<file path="config.mk">
export PLATFORM = sky130hd
export DESIGN_NAME = core_control_ldm
export DESIGN_NICKNAME = d
export VERILOG_FILES = /design/src/rtl/core_control_ldm_pkg.sv /design/src/rtl/core_control_ldm_prio.sv /design/src/rtl/core_control_ldm.sv
export SDC_FILE = /design/constraint.sdc
export NUM_CORES = 1
export LEC_CHECK = 0
export CORE_ASPECT_RATIO = 0.75
export CORE_UTILIZATION = 35
export DETAILED_ROUTE_END_ITERATION = 6
export GPL_TIMING_DRIVEN = 0
export PLACE_DENSITY = 0.66
export SLEW_MARGIN = 15
export SYNTH_ARGS = -nofsm -noshare
export SYNTH_HDL_FRONTEND = slang
export SYNTH_SLANG_ARGS = --single-unit
</file>
<file path="constraint.sdc">
create_clock -name clk -period 3.3 [get_ports clk]
set_clock_uncertainty 0.2 [all_clocks]
set_input_delay 0.66 -clock clk [delete_from_list [all_inputs] [get_ports clk]]
set_output_delay 0.66 -clock clk [all_outputs]
set_load 0.01 [all_outputs]
</file>
<file path="src/rtl/core_control_ldm_pkg.sv">
// Shared types for the load/store-multiple sequencer.
// ldm_mode selects the addressing direction and whether the base is pre- or post-adjusted.
package core_control_ldm_pkg;

    typedef enum logic [1:0] {
        LDM_IA = 2'd0,
        LDM_IB = 2'd1,
        LDM_DA = 2'd2,
        LDM_DB = 2'd3
    } ldm_mode;

endpackage

</file>
<file path="src/rtl/core_control_ldm_prio.sv">
// Lowest-set-bit encoder: o_idx is the position of the least significant 1 in i_vec,
// o_any flags a non-empty vector (o_idx is 0 when the vector is empty).
module core_control_ldm_prio #(
    parameter int N  = 16,
    parameter int IW = $clog2(N)
) (
    input  logic [N-1:0]  i_vec,
    output logic [IW-1:0] o_idx,
    output logic          o_any
);

    always_comb begin
        o_idx = '0;
        // Scan downwards so the lowest set bit is the last one to win.
        for (int i = N - 1; i >= 0; i--) begin
            if (i_vec[i]) begin
                o_idx = IW'(i);
            end
        end
    end

    assign o_any = |i_vec;

endmodule

</file>
<file path="src/rtl/core_control_ldm.sv">
// Load/store-multiple sequencer: walks a register bitmask in ascending order, issuing one
// memory transaction per selected register, with load writeback and optional base writeback.
module core_control_ldm
    import core_control_ldm_pkg::*;
#(
    parameter int REGS   = 16,
    parameter int DATA_W = 32,
    parameter int ADDR_W = 30
) (
    input  logic                     clk,
    input  logic                     rst_n,
    input  logic                     start,
    input  logic                     load,
    input  ldm_mode                  mode,
    input  logic [REGS-1:0]          reg_list,
    input  logic [ADDR_W-1:0]        base,
    input  logic [$clog2(REGS)-1:0]  base_reg,
    input  logic                     base_wb,
    input  logic [DATA_W-1:0]        rd_value,
    input  logic                     mem_ready,
    input  logic [DATA_W-1:0]        mem_data_rd,
    output logic                     busy,
    output logic                     done,
    output logic [$clog2(REGS)-1:0]  ra,
    output logic                     mem_start,
    output logic                     mem_write,
    output logic [ADDR_W-1:0]        mem_addr,
    output logic [DATA_W-1:0]        mem_data_wr,
    output logic                     wr_en,
    output logic [$clog2(REGS)-1:0]  wr_reg,
    output logic [DATA_W-1:0]        wr_value,
    output logic                     base_wr_en,
    output logic [ADDR_W-1:0]        base_new
);

    localparam int IW = $clog2(REGS);
    localparam int CW = $clog2(REGS + 1);

    typedef enum logic [1:0] {
        S_IDLE   = 2'd0,
        S_ISSUE  = 2'd1,
        S_WAIT   = 2'd2,
        S_FINISH = 2'd3
    } state_t;

    function automatic logic [CW-1:0] popcount(input logic [REGS-1:0] v);
        logic [CW-1:0] c;
        c = '0;
        for (int i = 0; i < REGS; i++) begin
            c = c + CW'(v[i]);
        end
        return c;
    endfunction

    state_t              r_state;
    state_t              w_next;
    logic [REGS-1:0]     r_list;
    logic [IW-1:0]       r_cur;
    logic [ADDR_W-1:0]   r_addr;
    logic [ADDR_W-1:0]   r_base_new;
    logic                r_load;
    logic                r_bwb;

    logic [CW-1:0]       w_n;
    logic [ADDR_W-1:0]   w_n_ext;
    logic [ADDR_W-1:0]   w_first_addr;
    logic [ADDR_W-1:0]   w_final_base;
    logic [IW-1:0]       w_first_idx;
    logic                w_first_any;
    logic [REGS-1:0]     w_rest;
    logic [IW-1:0]       w_next_idx;
    logic                w_next_any;
    logic                w_xfer;
    logic                w_accept;

    core_control_ldm_prio #(.N(REGS), .IW(IW)) u_prio_first (
        .i_vec (reg_list),
        .o_idx (w_first_idx),
        .o_any (w_first_any)
    );

    // Remaining list once the register currently in flight completes.
    assign w_rest = r_list & ~(REGS'(1) << r_cur);

    core_control_ldm_prio #(.N(REGS), .IW(IW)) u_prio_next (
        .i_vec (w_rest),
        .o_idx (w_next_idx),
        .o_any (w_next_any)
    );

    assign w_n     = popcount(reg_list);
    assign w_n_ext = ADDR_W'(w_n);

    // Address arithmetic is deliberately modulo 2^ADDR_W; wrap-around is legal.
    always_comb begin
        w_first_addr = base;
        w_final_base = base + w_n_ext;
        case (mode)
            LDM_IA: begin
                w_first_addr = base;
                w_final_base = base + w_n_ext;
            end
            LDM_IB: begin
                w_first_addr = base + ADDR_W'(1);
                w_final_base = base + w_n_ext;
            end
            LDM_DA: begin
                w_first_addr = base - w_n_ext + ADDR_W'(1);
                w_final_base = base - w_n_ext;
            end
            LDM_DB: begin
                w_first_addr = base - w_n_ext;
                w_final_base = base - w_n_ext;
            end
            default: begin
                w_first_addr = base;
                w_final_base = base;
            end
        endcase
    end

    assign w_accept = (r_state == S_WAIT) && mem_ready;

    always_comb begin
        w_next = r_state;
        case (r_state)
            S_IDLE: begin
                if (start) begin
                    w_next = w_first_any ? S_ISSUE : S_FINISH;
                end
            end
            S_ISSUE:  w_next = S_WAIT;
            S_WAIT: begin
                if (mem_ready) begin
                    w_next = w_next_any ? S_ISSUE : S_FINISH;
                end
            end
            S_FINISH: w_next = S_IDLE;
            default:  w_next = S_IDLE;
        endcase
    end

    always_ff @(posedge clk or negedge rst_n) begin
        if (!rst_n) begin
            r_state    <= S_IDLE;
            r_list     <= '0;
            r_cur      <= '0;
            r_addr     <= '0;
            r_base_new <= '0;
            r_load     <= 1'b0;
            r_bwb      <= 1'b0;
        end else begin
            r_state <= w_next;
            if (r_state == S_IDLE && start) begin
                r_list     <= reg_list;
                r_load     <= load;
                r_cur      <= w_first_idx;
                r_addr     <= w_first_addr;
                r_base_new <= w_final_base;
                // A loaded base register overrides the arithmetic writeback.
                r_bwb      <= base_wb && w_first_any && !(load && reg_list[base_reg]);
            end else if (w_accept) begin
                r_list <= w_rest;
                r_cur  <= w_next_idx;
                r_addr <= r_addr + ADDR_W'(1);
            end
        end
    end

    assign w_xfer = (r_state == S_ISSUE) || (r_state == S_WAIT);

    assign busy        = (r_state != S_IDLE);
    assign done        = (r_state == S_FINISH);
    assign mem_start   = (r_state == S_ISSUE);
    assign mem_write   = w_xfer && !r_load;
    assign mem_addr    = r_addr;
    assign ra          = r_cur;
    assign mem_data_wr = mem_write ? rd_value : '0;
    assign wr_en       = w_accept && r_load;
    assign wr_reg      = wr_en ? r_cur : '0;
    assign wr_value    = wr_en ? mem_data_rd : '0;
    assign base_wr_en  = done && r_bwb;
    assign base_new    = r_base_new;

endmodule

</file>
### After elaboration in Yosys (flattened, before gate mapping)

Index checks and enable logic that the tools add are counted.

* bits of input ports: 122
* word-level logic and storage cells: 109
* bits in registers: 84

* reductions and logical operators: 20
* bitwise operators: 2
* shift-type cells: 1
* order comparisons: 1
* multiplexer cells: 50
* equality and inequality tests: 8
* add/sub/neg operators: 20

Operators with widths (number)
* 4-bit 2-to-1 mux: 35
* 30-bit case mux with 4 select lines: 1
* 30-bit by 1-bit adder with 30-bit output (second input constant): 3
* 32-bit 2-to-1 mux: 2
* 30-bit 2-to-1 mux: 2
* 30-bit case mux with 2 select lines: 1
* 5-bit by 1-bit adder with 5-bit output: 11
* 16-bit 2-to-1 mux: 2
* 16-bit OR reduction: 2
* 30-bit by 5-bit adder with 30-bit output: 1
* 30-bit by 5-bit subtractor with 30-bit output: 1
* 16-bit AND: 1
* 16-bit inverter: 1
* 1-bit by 4-bit << shifter with 16-bit output (first input constant): 1
* 2-bit == test (second input constant): 4
* 1-bit logical AND: 8
* 2-bit 2-to-1 mux: 4
* 2-bit case mux with 4 select lines: 1
* 4-bit by 1-bit adder with 5-bit output: 1
* 4-bit by 5-bit < comparator with 1-bit output (second input constant): 1
* 3-bit by 1-bit adder with 4-bit output: 1
* 1-bit binary-select mux with 4-bit select: 1
* 2-bit by 1-bit == test with 1-bit output (second input constant): 2
* 2-bit logical NOT: 2
* other kinds (9): 13

### Longest topological paths before layout

* depth after elaboration: 21
* depth in mapped cells: 26

### Hierarchy

A second synthesis with hierarchy kept.

* cells, all modules: 1213
* area, all modules: 9043.7 µm²

By module, submodules not included
* core_control_ldm: times used 1, cells each 1145, area each 8690.8 µm²
* core_control_ldm_prio: times used 2, cells each 34, area each 176.4 µm²

### Worst setup path before layout

No wires, ideal clock.

* kind: input to register
* start point: input port reg_list[0]
* end point: register r_addr[23], in the netlist mem_addr[23]
* buffers on the path: 2
* required time: 2.959 ns
* path slack: -3.463 ns
* cell stages on the path: 20
* arrival: 6.422 ns
* path through: inv_1 fa_1 fa_1 fa_1 fa_1 inv_1 ha_1 fa_1 fa_1 or2_2 a211oi_1 clkbuf_1 buf_2 o21ai_0 a22oi_1 nand4b_4 or3_1 or4_1 nand3_1 a31oi_1

* word-level cells in the longest chain between the ends: 19

Ends and longest elaborated chain
* start, declared: line core_control_ldm.sv:15 `input logic [REGS-1:0] reg_list,`
* 1-bit by 1-bit adder with 2-bit output *: line core_control_ldm.sv:50 `c = c + CW'(v[i]);`
* 2-bit by 1-bit adder with 3-bit output *: line core_control_ldm.sv:50
* 3-bit by 1-bit adder with 4-bit output *: line core_control_ldm.sv:50
* 4-bit by 1-bit adder with 5-bit output *: line core_control_ldm.sv:50
* 5-bit by 1-bit adder with 5-bit output * (11 in series): line core_control_ldm.sv:50
* 30-bit by 5-bit subtractor with 30-bit output *: line core_control_ldm.sv:108, core_control_ldm.sv:112
* 30-bit by 1-bit adder with 30-bit output: line core_control_ldm.sv:108 `w_first_addr = base - w_n_ext + ADDR_W'(1);`
* 30-bit case mux with 4 select lines *: line core_control_ldm.sv:98 `case (mode)`
* 30-bit 2-to-1 mux *: line core_control_ldm.sv:154 `if (r_state == S_IDLE && start) begin`
* end signal, assigned: line core_control_ldm.sv:158 `r_addr <= w_first_addr;`
* end signal, assigned: line core_control_ldm.sv:165 `r_addr <= r_addr + ADDR_W'(1);`
* end, declared: line core_control_ldm.sv:59 `logic [ADDR_W-1:0] r_addr;`

Every way passes the cells marked *; elsewhere a longest branch is shown, timed or not.
A chain may end at the register's enable or synchronous reset.

### Final worst setup path

* start point: input port reg_list[13]
* end point: register r_addr[19], in the netlist mem_addr[19]

* word-level cells in the longest chain between the ends: 7

Ends and longest elaborated chain (line)
* 5-bit by 1-bit adder with 5-bit output * (3 in series): core_control_ldm.sv:50
* 30-bit by 5-bit subtractor with 30-bit output *: core_control_ldm.sv:108, core_control_ldm.sv:112
* 30-bit by 1-bit adder with 30-bit output: core_control_ldm.sv:108
* 30-bit case mux with 4 select lines *: core_control_ldm.sv:98
* 30-bit 2-to-1 mux *: core_control_ldm.sv:154

Marked as above.

==> flow_results.xml <==
<?xml version="1.0" encoding="UTF-8"?>
<metrics>
  <group name="run">
    <metric name="drv_cap" unit="">0</metric>
  </group>
  <group name="timing">
    <metric name="hold_slack" unit="ps">56.0</metric>
    <metric name="max_slew_margin" unit="">0.181</metric>
    <metric name="worst-slew-pin-transition" unit="ps">1220</metric>
    <metric name="share_of_the_cycle_needed_by_the_critical_path_after_routing" unit="">2.02</metric>
    <metric name="final_hold_viol_count" unit="">0</metric>
    <metric name="timing.final.ws_setup" unit="ps">-3370</metric>
    <metric name="timing.final.setup_violations" unit="">60</metric>
    <metric name="maxClockFrequency" unit="GHz">0.150</metric>
    <metric name="timing.final.max_slew_violations" unit="">0</metric>
    <metric name="grt_setup_unrepaired" unit="">true</metric>
    <metric name="period_needed" unit="ps">6670</metric>
  </group>
  <group name="clock_tree">
    <metric name="cts-buffers-inserted" unit="">9</metric>
    <metric name="worstSkewPairLatency" unit="ps">340</metric>
    <metric name="root_buffer" unit="">sky130_fd_sc_hd__clkbuf_16</metric>
    <metric name="clk_pin_slew_worst_paths" unit="ps">60</metric>
    <metric name="tritoncts_clock_tree" unit="">built</metric>
    <metric name="cts_max_level" unit="">3</metric>
    <metric name="cts_num_sinks" unit="">84</metric>
    <metric name="clock_tree.buffer_depth" unit="">2</metric>
    <metric name="hold_buffers" unit="">0</metric>
  </group>
  <group name="floorplanning">
    <metric name="dieWidth" unit="um">188</metric>
    <metric name="placement_rows" unit="">50</metric>
    <metric name="dieHeight" unit="um">141</metric>
    <metric name="initial_core_util" unit="">0.359</metric>
    <metric name="design.core.area" unit="um2">25200</metric>
    <metric name="dieArea" unit="um2">26500</metric>
    <metric name="io_pins" unit="">260</metric>
  </group>
  <group name="detailed_routing">
    <metric name="post_route_drc" unit="">0</metric>
    <metric name="first_pass_iters" unit="">6</metric>
    <metric name="detail_route.vias_per_cell" unit="">5.90</metric>
    <metric name="initialDrtViolationCount" unit="">1438</metric>
    <metric name="drtAntennaViolNets" unit="">0</metric>
    <metric name="wire_per_inst" unit="um">22.9</metric>
    <metric name="vias" unit="">11300</metric>
    <metric name="routed_wirelength" unit="um">43900</metric>
  </group>
  <group name="yosys">
    <metric name="synth_seq_area_share" unit="">0.232</metric>
    <metric name="yosys_warnings" unit="">0</metric>
    <metric name="synth_top_area_cell" unit="">sky130_fd_sc_hd__dfrtp_1</metric>
    <metric name="synth_cell_area" unit="um2">9060</metric>
    <metric name="synth_enable_flop_cells" unit="">0</metric>
    <metric name="synth.lib_cells_used.distinct" unit="">79</metric>
    <metric name="syn_avg_cell_area" unit="um2">7.49</metric>
    <metric name="synth_async_sr_flop_share" unit="">1.00</metric>
    <metric name="synthFlopType" unit="">sky130_fd_sc_hd__dfrtp_1</metric>
    <metric name="cell_count_after_synthesis" unit="">1209</metric>
    <metric name="ys_top_cells_by_count" unit="">sky130_fd_sc_hd__nand2_1, sky130_fd_sc_hd__o21ai_0, sky130_fd_sc_hd__nor2_1</metric>
    <metric name="yosysTopAreaCellShare" unit="">0.232</metric>
    <metric name="synthesized_net_count" unit="">1370</metric>
    <metric name="postSynthRegisterBits" unit="">84</metric>
    <metric name="most_repeated_cell_in_the_gate_level_netlist_after_synthesis" unit="">sky130_fd_sc_hd__nand2_1</metric>
    <metric name="top_area_cells_in_the_synthesized_netlist" unit="">sky130_fd_sc_hd__dfrtp_1, sky130_fd_sc_hd__and2_1, sky130_fd_sc_hd__xnor2_1</metric>
  </group>
  <group name="worst_setup_path">
    <metric name="reg2reg_setup_slack" unit="ps">80</metric>
    <metric name="data_arrival_time_at_the_worst_slack_endpoint" unit="ps">6700</metric>
    <metric name="critical_path_peak_fanout" unit="">4</metric>
    <metric name="critPathKind" unit="">input port to flip-flop</metric>
    <metric name="critPathRequiredTime" unit="ps">3330</metric>
    <metric name="endpoint_kind" unit="">flip-flop</metric>
    <metric name="start_kind" unit="">input port</metric>
  </group>
  <group name="grt">
    <metric name="grt_overflow" unit="">0</metric>
    <metric name="grt_start_max_net_pins" unit="">57</metric>
    <metric name="grt_first_pass_wirelength" unit="um">63000</metric>
    <metric name="grt_pass1_vias" unit="">10200</metric>
    <metric name="groute.usage.overall" unit="">0.310</metric>
    <metric name="number_of_antenna_violations_at_the_first_check_in_global_routing" unit="">1</metric>
  </group>
  <group name="cells_and_area">
    <metric name="areaGrowthSynthToFinish" unit="%">63.9</metric>
    <metric name="post_layout_nonfiller_instances" unit="">1917</metric>
    <metric name="finalNetCount" unit="">1735</metric>
    <metric name="antenna_cells_inserted" unit="">0</metric>
    <metric name="stdcell_area" unit="um2">14800</metric>
    <metric name="post_route_cells_drive_above_1_share" unit="">0.246</metric>
  </group>
  <group name="worst_hold_path">
    <metric name="hold_path.class" unit="">input port to asynchronous set/reset pin</metric>
  </group>
  <group name="run_status">
    <metric name="violations" unit="">negative setup slack</metric>
    <metric name="status" unit="">finished, violations left</metric>
  </group>
  <group name="power_and_ir_drop">
    <metric name="irDropWorstVdd" unit="mV">0.917</metric>
    <metric name="power.density" unit="nW/um2">806</metric>
    <metric name="total_power" unit="uW">12000</metric>
    <metric name="leakage" unit="uW">0.00569</metric>
  </group>
  <group name="place">
    <metric name="post_dp_cell_area" unit="um2">12300</metric>
    <metric name="place.port_buffers" unit="">245</metric>
    <metric name="place_inst" unit="">1793</metric>
    <metric name="dp_slack" unit="ps">-4770</metric>
    <metric name="gp_routability_congestion" unit="">0.992</metric>
    <metric name="dp_hpwl" unit="um">32600</metric>
  </group>
</metrics>
## timing repair
| action | CTS | global route |
|---|---|---|
| pin swaps | 63 | 97 |
| endpoints found under the setup margin | 107 | 108 |
| buffers inserted | 58 | 57 |
| gates resized for setup | 213 | 168 |
| gates cloned | 0 | 1 |
## placed cells by master (no fill, tap or decap), types with 8 or more instances in the layout
| cell type | netlist | final |
|---|---|---|
| sky130_fd_sc_hd__a211oi_2 | 1 | 11 |
| sky130_fd_sc_hd__a21oi_1 | 72 | 56 |
| sky130_fd_sc_hd__a21oi_2 | 1 | 12 |
| sky130_fd_sc_hd__a31oi_1 | 17 | 13 |
| sky130_fd_sc_hd__and2_1 | 81 | 77 |
| sky130_fd_sc_hd__and3_1 | 11 | 9 |
| sky130_fd_sc_hd__buf_4 | 1 | 59 |
| sky130_fd_sc_hd__buf_6 | 1 | 56 |
| sky130_fd_sc_hd__clkbuf_1 | 65 | 57 |
| sky130_fd_sc_hd__clkbuf_16 | 0 | 10 |
| sky130_fd_sc_hd__clkdlybuf4s50_1 | 0 | 229 |
| sky130_fd_sc_hd__dfrtp_1 | 84 | 84 |
| sky130_fd_sc_hd__fa_1 | 12 | 8 |
| sky130_fd_sc_hd__ha_1 | 27 | 15 |
| sky130_fd_sc_hd__ha_4 | 0 | 9 |
| sky130_fd_sc_hd__inv_1 | 57 | 42 |
| sky130_fd_sc_hd__inv_2 | 0 | 8 |
| sky130_fd_sc_hd__mux2i_1 | 10 | 9 |
| sky130_fd_sc_hd__nand2_1 | 130 | 119 |
| sky130_fd_sc_hd__nand3_1 | 49 | 39 |
| sky130_fd_sc_hd__nand4_1 | 22 | 22 |
| sky130_fd_sc_hd__nor2_1 | 87 | 75 |
| sky130_fd_sc_hd__nor3_1 | 37 | 27 |
| sky130_fd_sc_hd__nor3_4 | 0 | 8 |
| sky130_fd_sc_hd__nor4_1 | 19 | 10 |
| sky130_fd_sc_hd__o211ai_1 | 21 | 21 |
| sky130_fd_sc_hd__o21a_1 | 9 | 9 |
| sky130_fd_sc_hd__o21ai_0 | 91 | 52 |
| sky130_fd_sc_hd__o21ai_1 | 1 | 27 |
| sky130_fd_sc_hd__o21ai_2 | 0 | 10 |
| sky130_fd_sc_hd__xnor2_1 | 56 | 40 |
| sky130_fd_sc_hd__xnor2_2 | 0 | 16 |
| sky130_fd_sc_hd__xor2_1 | 41 | 34 |
## sequential cells by signal, indices dropped and copies added, names as in the netlist
signal	cells
r_load	1
base_new	30
r_state	2
r_bwb	1
mem_addr	30
ra	4
r_list	16
## path summary, 6_finish.rpt
| path | endpoint | depth (start not counted) | startpoint |
|---|---|---|---|
| max | mem_addr[19] | 22 | reg_list[13] |
| min | r_list[14] | 1 | rst_n |
| max reg2reg | mem_addr[23] | 11 | r_state[0] |
| min reg2reg | base_new[23] | 2 | base_new[23] |
| max in group asynchronous | mem_addr[21] | 2 | rst_n |
| min in group clk | base_new[23] | 2 | base_new[23] |
## where the power goes
part | internal [uW] | switching [uW] | leakage, uW
combinational | 4340 | 4500 | 0.00452
sequential | 1520 | 581 | 0.00103
clock | 592 | 436 | 0.000150
total | 6450 | 5520 | 0.00569
## through the flow
step | setup TNS, ps | utilization
finish | -153350 | 0.589
global route | -163840 | 0.589
CTS | -150830 | 0.543
detailed placement | -227690 | 0.486
global placement | -377280 | 0.485
floorplan | -139340 | -
## cells by family (layout without fill, tap and decap cells)
kind of cell               Yosys count  count (layout)  synth area share
and+or+nand+nor                    504             504             0.288
buffers and inverters              140             510            0.0599
adders and majority gates           39              39            0.0638
muxes                               18              18            0.0272
AOI/OAI and AO/OA                  327             327             0.235
DFF                                 84              84             0.232
xor gates and xnor gates            97              97            0.0938
## metal layers
metal  wire length [um]  GRT usage  up-vias
met1              20000      0.486     5528
met2              18300      0.433      663
met5                 15          0        -
met4                594     0.0381        2
met3               5010     0.0702       58
li1                   -          -     5067
## layout make-up
type                            instances  area, um2
Buffer                                 78        372
Inverter                               61        251
Tap cell                              338        423
Clock buffer                            9        225
Fill cell                            2222      10400
Sequential cell                        84       2100
Multi-Input combinational cell        985       7860
Timing Repair Buffer                  355       3530
Clock inverter                          7       75.1
## critical path: stages
cell	delay, ps
sky130_fd_sc_hd__buf_8	80
sky130_fd_sc_hd__inv_4	30
sky130_fd_sc_hd__fa_1	500
sky130_fd_sc_hd__fa_1	570
sky130_fd_sc_hd__fa_2	460
sky130_fd_sc_hd__fa_1	500
sky130_fd_sc_hd__inv_2	40
sky130_fd_sc_hd__ha_4	160
sky130_fd_sc_hd__fa_2	620
sky130_fd_sc_hd__ha_4	230
sky130_fd_sc_hd__or2_4	250
sky130_fd_sc_hd__a2111oi_4	300
sky130_fd_sc_hd__buf_6	170
sky130_fd_sc_hd__buf_8	110
sky130_fd_sc_hd__nand4_1	110
sky130_fd_sc_hd__o32a_1	450
sky130_fd_sc_hd__a211o_4	380
sky130_fd_sc_hd__buf_6	140
sky130_fd_sc_hd__nor4_4	300
sky130_fd_sc_hd__mux2i_2	340
sky130_fd_sc_hd__o311ai_1	150
sky130_fd_sc_hd__o21a_1	140
Note: power is estimated with default switching activity, not from simulation.
